### src/rtl/sdram_host_bridge.sv
// Command FIFO front-end serialising reads/writes onto the SDRAM controller's level-held req/gnt host port.
// Optional grant watchdog is enabled by defining SDRAM_BRIDGE_TIMEOUT_EN.
module sdram_host_bridge #(
  parameter int ADDR_WIDTH     = 24,
  parameter int DATA_WIDTH     = 16,
  parameter int FIFO_DEPTH     = 4,
  parameter int TIMEOUT_CYCLES = 1023
) (
  input  logic                  i_clk,
  input  logic                  i_rst,
  input  logic                  i_cmd_valid,
  output logic                  o_cmd_ready,
  input  logic                  i_cmd_we,
  input  logic [ADDR_WIDTH-1:0] i_cmd_addr,
  input  logic [DATA_WIDTH-1:0] i_cmd_wdata,
  output logic                  o_rsp_valid,
  output logic [DATA_WIDTH-1:0] o_rsp_data,
  output logic                  o_rsp_err,
  output logic                  o_busy,
  output logic                  o_wreq,
  input  logic                  i_wgnt,
  output logic [ADDR_WIDTH-1:0] o_waddr,
  output logic [DATA_WIDTH-1:0] o_wdata,
  output logic                  o_rreq,
  input  logic                  i_rgnt,
  output logic [ADDR_WIDTH-1:0] o_raddr,
  input  logic [DATA_WIDTH-1:0] i_rdata
);

  localparam int PTR_W   = $clog2(FIFO_DEPTH);
  localparam int ENTRY_W = 1 + ADDR_WIDTH + DATA_WIDTH;

  typedef enum logic [1:0] {IDLE, REQ, GAP} state_t;

  logic [ENTRY_W-1:0]    r_mem [FIFO_DEPTH];
  logic [PTR_W-1:0]      r_wrPtr;
  logic [PTR_W-1:0]      r_rdPtr;
  logic [PTR_W:0]        r_count;
  logic                  w_full;
  logic                  w_empty;
  logic                  w_push;
  logic                  w_pop;

  state_t                r_state;
  state_t                w_nextState;
  logic                  r_holdWe;
  logic [ADDR_WIDTH-1:0] r_holdAddr;
  logic [DATA_WIDTH-1:0] r_holdData;
  logic                  w_grant;
  logic                  w_readGrant;
  logic                  w_timeout;
  logic                  r_rspValid;
  logic [DATA_WIDTH-1:0] r_rspData;
  logic                  r_rspErr;

  assign w_full      = (r_count == (PTR_W+1)'(FIFO_DEPTH));
  assign w_empty     = (r_count == '0);
  assign o_cmd_ready = !i_rst && !w_full;
  assign w_push      = i_cmd_valid && o_cmd_ready;
  assign w_pop       = (r_state == IDLE) && !w_empty;

  always_ff @(posedge i_clk) begin
    if (w_push) r_mem[r_wrPtr] <= {i_cmd_we, i_cmd_addr, i_cmd_wdata};
  end

  // Pointers wrap naturally because the depth is a power of two.
  always_ff @(posedge i_clk) begin
    if (i_rst) begin
      r_wrPtr <= '0;
      r_rdPtr <= '0;
      r_count <= '0;
    end else begin
      if (w_push) r_wrPtr <= r_wrPtr + PTR_W'(1);
      if (w_pop)  r_rdPtr <= r_rdPtr + PTR_W'(1);
      if (w_push && !w_pop)      r_count <= r_count + (PTR_W+1)'(1);
      else if (!w_push && w_pop) r_count <= r_count - (PTR_W+1)'(1);
    end
  end

  always_ff @(posedge i_clk) begin
    if (i_rst) begin
      r_holdWe   <= 1'b0;
      r_holdAddr <= '0;
      r_holdData <= '0;
    end else if (w_pop) begin
      {r_holdWe, r_holdAddr, r_holdData} <= r_mem[r_rdPtr];
    end
  end

  assign w_grant     = r_holdWe ? i_wgnt : i_rgnt;
  assign w_readGrant = (r_state == REQ) && !r_holdWe && i_rgnt;

`ifdef SDRAM_BRIDGE_TIMEOUT_EN
  localparam int TO_W = $clog2(TIMEOUT_CYCLES + 1);
  logic [TO_W-1:0] r_toCount;

  always_ff @(posedge i_clk) begin
    if (i_rst || w_pop)       r_toCount <= '0;
    else if (r_state == REQ)  r_toCount <= r_toCount + TO_W'(1);
  end

  // A grant arriving on the limit cycle takes priority over the watchdog.
  assign w_timeout = (r_state == REQ) && !w_grant &&
                     (r_toCount == TO_W'(TIMEOUT_CYCLES - 1));
`else
  assign w_timeout = (TIMEOUT_CYCLES < 0);
`endif

  always_ff @(posedge i_clk) begin
    if (i_rst) r_state <= IDLE;
    else       r_state <= w_nextState;
  end

  // GAP keeps requests low for one cycle so a held grant is never counted twice.
  always_comb begin
    w_nextState = r_state;
    unique case (r_state)
      IDLE:    if (!w_empty) w_nextState = REQ;
      REQ:     if (w_grant || w_timeout) w_nextState = GAP;
      GAP:     w_nextState = IDLE;
      default: w_nextState = IDLE;
    endcase
  end

  always_comb begin
    o_wreq = 1'b0;
    o_rreq = 1'b0;
    if (r_state == REQ) begin
      o_wreq = r_holdWe;
      o_rreq = !r_holdWe;
    end
  end

  always_ff @(posedge i_clk) begin
    if (i_rst) begin
      r_rspValid <= 1'b0;
      r_rspData  <= '0;
      r_rspErr   <= 1'b0;
    end else begin
      r_rspValid <= w_readGrant;
      r_rspErr   <= w_timeout;
      if (w_readGrant) r_rspData <= i_rdata;
    end
  end

  assign o_waddr     = r_holdAddr;
  assign o_raddr     = r_holdAddr;
  assign o_wdata     = r_holdData;
  assign o_rsp_valid = r_rspValid;
  assign o_rsp_data  = r_rspData;
  assign o_rsp_err   = r_rspErr;
  assign o_busy      = !w_empty || (r_state != IDLE);

endmodule

### config.mk
export PLATFORM = sky130hd
export DESIGN_NAME = sdram_host_bridge
export DESIGN_NICKNAME = d
export VERILOG_FILES = /design/src/rtl/sdram_host_bridge.sv
export SDC_FILE = /design/constraint.sdc
export NUM_CORES = 1
export LEC_CHECK = 0
export ABC_AREA = 1
export BUFFER_PORTS_ARGS = -buffer_cell sky130_fd_sc_hd__buf_2
export CORE_ASPECT_RATIO = 0.6
export CORE_MARGIN = 5
export CORE_UTILIZATION = 48
export DETAILED_ROUTE_END_ITERATION = 12
export GPL_TIMING_DRIVEN = 0
export PLACE_DENSITY = 0.69
export SETUP_SLACK_MARGIN = 0.4
export SYNTH_ARGS = -nofsm -noshare
export SYNTH_HDL_FRONTEND = slang
export SYNTH_SLANG_ARGS = --single-unit
### constraint.sdc
create_clock -name i_clk -period 3.7 [get_ports i_clk]
set_input_delay 0.185 -clock i_clk [delete_from_list [all_inputs] [get_ports i_clk]]
set_output_delay 0.185 -clock i_clk [all_outputs]
set_load 0.02 [all_outputs]
==> results.sh <==
export IMPL_rrSetupSlack_ns=1.37
export IMPL_powerDensity_nw_per_um2=759
export IMPL_vias=7342
export IMPL_synth_area_top_cells="edfxtp_1 49%, dfxtp_1 13%, nand2_1 12%"
export IMPL_synth_top_area_cell="edfxtp_1"
export IMPL_clkPwrFrac_pct=24.8
export IMPL_post_cts_buffers=0
export IMPL_start_util_pct=49.3
export IMPL_cts_hold_buffers=56
export IMPL_place_congestion=0.818
export IMPL_reg2regPathDepth=5
export IMPL_rr_startpoint="r_count[0]$_SDFFE_PP0P_"
export IMPL_startpoint_type="primary input"
export IMPL_hold_viol_final=0
export IMPL_grt_max_degree=27
export IMPL_clkTransAtPathRegs_ns=0.06
export IMPL_antenna_found_initial=2
export IMPL_hold_depth=4
export IMPL_cts_buffer_depth=3
export IMPL_ant_nets=0
export IMPL_drc=0
export IMPL_fin_nets=1396
export IMPL_cts_tree="done"
export IMPL_fin_area_sq_um=12500
export IMPL_rsz0062_at_grt="no"
export IMPL_die_area_sq_um=23900
export IMPL_place_inst=1520
export IMPL_slew_viol_final=0
export IMPL_met3_length_um=1740
export IMPL_syn_instance_count=1097
export IMPL_min_from="i_rdata[15]"
export IMPL_cts_resized=0
export IMPL_final_cell_mix="320 x nand2_1, 218 x inv_1, 166 x buf_2"
export IMPL_finalNonFillerCells=1619
export IMPL_rows=40
export IMPL_synth_warnings=0
export IMPL_coreArea_sq_um=20200
export IMPL_cts_root_buf="clkbuf_16"
export IMPL_synth_avg_cell_area_sq_um=9.09
export IMPL_layout_commonest_cell="nand2_1"
export IMPL_grt_pass1_wl_um=37100
export IMPL_cts_htree_levels=1
export IMPL_placed_area_sq_um=11200
export IMPL_dr_wl_met2_um=10000
export IMPL_ys_seq_elements=231
export IMPL_top_layer="met4"
export IMPL_setup_violations=0
export IMPL_ys_types=26
export IMPL_combPwrFrac_pct=39.5
export IMPL_cts_sink_count=231
export IMPL_die_h_um=122
export IMPL_max_freq_mhz=418
export IMPL_end_kind="register"
export IMPL_die_width_um=196
export IMPL_crit_fanout=22
export IMPL_portBuffers=145
export IMPL_drv_cap=0
export IMPL_p_leak_nw=6.02
export IMPL_wirelength_um=23500
export IMPL_fin_crit_ns=2.39
export IMPL_power_w=0.00948
export IMPL_post_route_util_pct=61.8
export IMPL_fin_crit_sh_pct=64.7
export IMPL_drtIter0Drc=512
export IMPL_syn_num_nets=1165
export IMPL_ys_seq_area_share_pct=62.8
export IMPL_wl_per_cell_um=14.5
export IMPL_vias_per_cell=4.53
export IMPL_overflow=0
export IMPL_numCtsBuffers=23
export IMPL_rr_endpoint="r_mem[3][6]$_DFFE_PP_"
export IMPL_worstSetupPathType="in -> reg"
export IMPL_hold_class="in -> reg"
export IMPL_drt_met1_wl_um=11400
export IMPL_grtUsageTotal_pct=19.6
export IMPL_dp_hpwl_um=15400
export IMPL_p_sw_share_pct=38.0
export IMPL_drive_gt1_share_pct=18.6
export IMPL_slew_headroom_pct=42.7
export IMPL_seqPwrFrac_pct=35.7
export IMPL_status="completed"
export IMPL_tightest_slew_ns=0.860
export IMPL_grt_pass1_vias=6908
export IMPL_syn_cell_area_sq_um=9980
export IMPL_synth_top_area_share_pct=49.4
export IMPL_p_int_w=0.00588
export IMPL_p_switching_w=0.00360
export IMPL_drt_pass1_iterations=5
export IMPL_arrival_ns=2.58
export IMPL_ir_worst_vdd_mv=0.460
export IMPL_worstPathRequired_ns=3.89
export IMPL_syn_to_final_growth_pct=25.3
export IMPL_ioPinCount=148
export IMPL_skew_ns=0.0133
export IMPL_worstSkewPairLatency_ns=0.50
export IMPL_hold_end="o_rsp_data[15]$_SDFFE_PP0P_"
## per-layer routing
| metal | vias to the layer above | track usage [%] |
|---|---|---|
| li1 | 3783 | - |
| met1 | 3295 | 29.5 |
| met2 | 234 | 30.3 |
| met3 | 30 | 3.76 |
| met4 | 0 | 3.01 |
| met5 | - | 0 |
## worst max-delay path by stage
| stage | start | to | slack (ns) | depth (start not counted) |
|---|---|---|---|---|
| finish | i_rst | r_mem[3][6]$_DFFE_PP_ | 1.31 | 6 |
| global route | i_rst | r_mem[0][4]$_DFFE_PP_ | 1.15 | 6 |
| CTS | i_rst | r_mem[0][4]$_DFFE_PP_ | 1.30 | 6 |
| detailed placement | i_rst | r_mem[0][29]$_DFFE_PP_ | 1.33 | 5 |
| global placement | i_rst | r_mem[1][1]$_DFFE_PP_ | -0.85 | 4 |
| floorplan | r_count[0]$_SDFFE_PP0P_ | r_mem[0][0]$_DFFE_PP_ | 0.78 | 4 |
## synthesized netlist by cell type (all sizes together)
cell / n
conb: 1
fa: 1
ha: 5
clkinv: 1
clkbuf: 14
dfxtp: 67
buf: 57
nand3b: 16
edfxtp: 164
nand2: 321
o21ai: 2
nor2: 129
o22ai: 1
a21oi: 3
nor3: 2
inv: 222
nand3: 89
nand4: 1
xor2: 1
## state kept, by name, indices dropped and copies added, names as in the netlist
signal and count:
r_holdWe 1, r_rdPtr 2, r_state 2, r_wrPtr 2, o_rsp_valid 1, o_rsp_data 16
r_count 3, o_raddr 24, o_wdata 16, r_mem 164
## cells by family after synthesis
| logic type | synth area share [%] |
|---|---|
| xor+xnor | 0.0878 |
| simple gates | 23.1 |
| other cells | 0.0376 |
| buf+inv | 12.9 |
| flops | 62.8 |
| fa+ha+maj | 0.828 |
| compound gates | 0.314 |
## cell type report
type,count,area (sq um)
Clock buffer,32,639
Antenna cell,2,5.00
Fill cell,1711,7720
Timing Repair Buffer,206,1390
Tap cell,273,342
Inverter,223,837
Clock inverter,9,116
Sequential cell,231,6270
Buffer,71,447
Multi-Input combinational cell,572,2460
## power groups by stage
stage	clock network (W)	registers (W)	logic, W
2_1_floorplan	0	0.00373	0.00224
3_3_place_gp	0	0.00344	0.00361
3_5_place_dp	0	0.00344	0.00370
4_1_cts	0.00239	0.00339	0.00377
5_1_grt	0.00252	0.00343	0.00419
6_report	0.00235	0.00339	0.00375
## through the flow
stage                     hold WS [ns]  worst slack (ns)  setup TNS (ns)
after global placement           0.399            -0.850         -136.02
after global routing            0.0373              1.15               0
after floorplan                  0.254             0.780               0
final                           0.0151              1.31               0
after CTS                     0.000947              1.30               0
after detailed placement         0.401              1.33               0
## worst max-delay path, stage by stage
cell and delay (ns):
dlygate4sd3_1 0.53, buf_2 0.18, inv_2 0.21, nand3_1 0.42, nor2_4 0.75, buf_12 0.28
No activity file was read; power rests on OpenSTA's default activity.
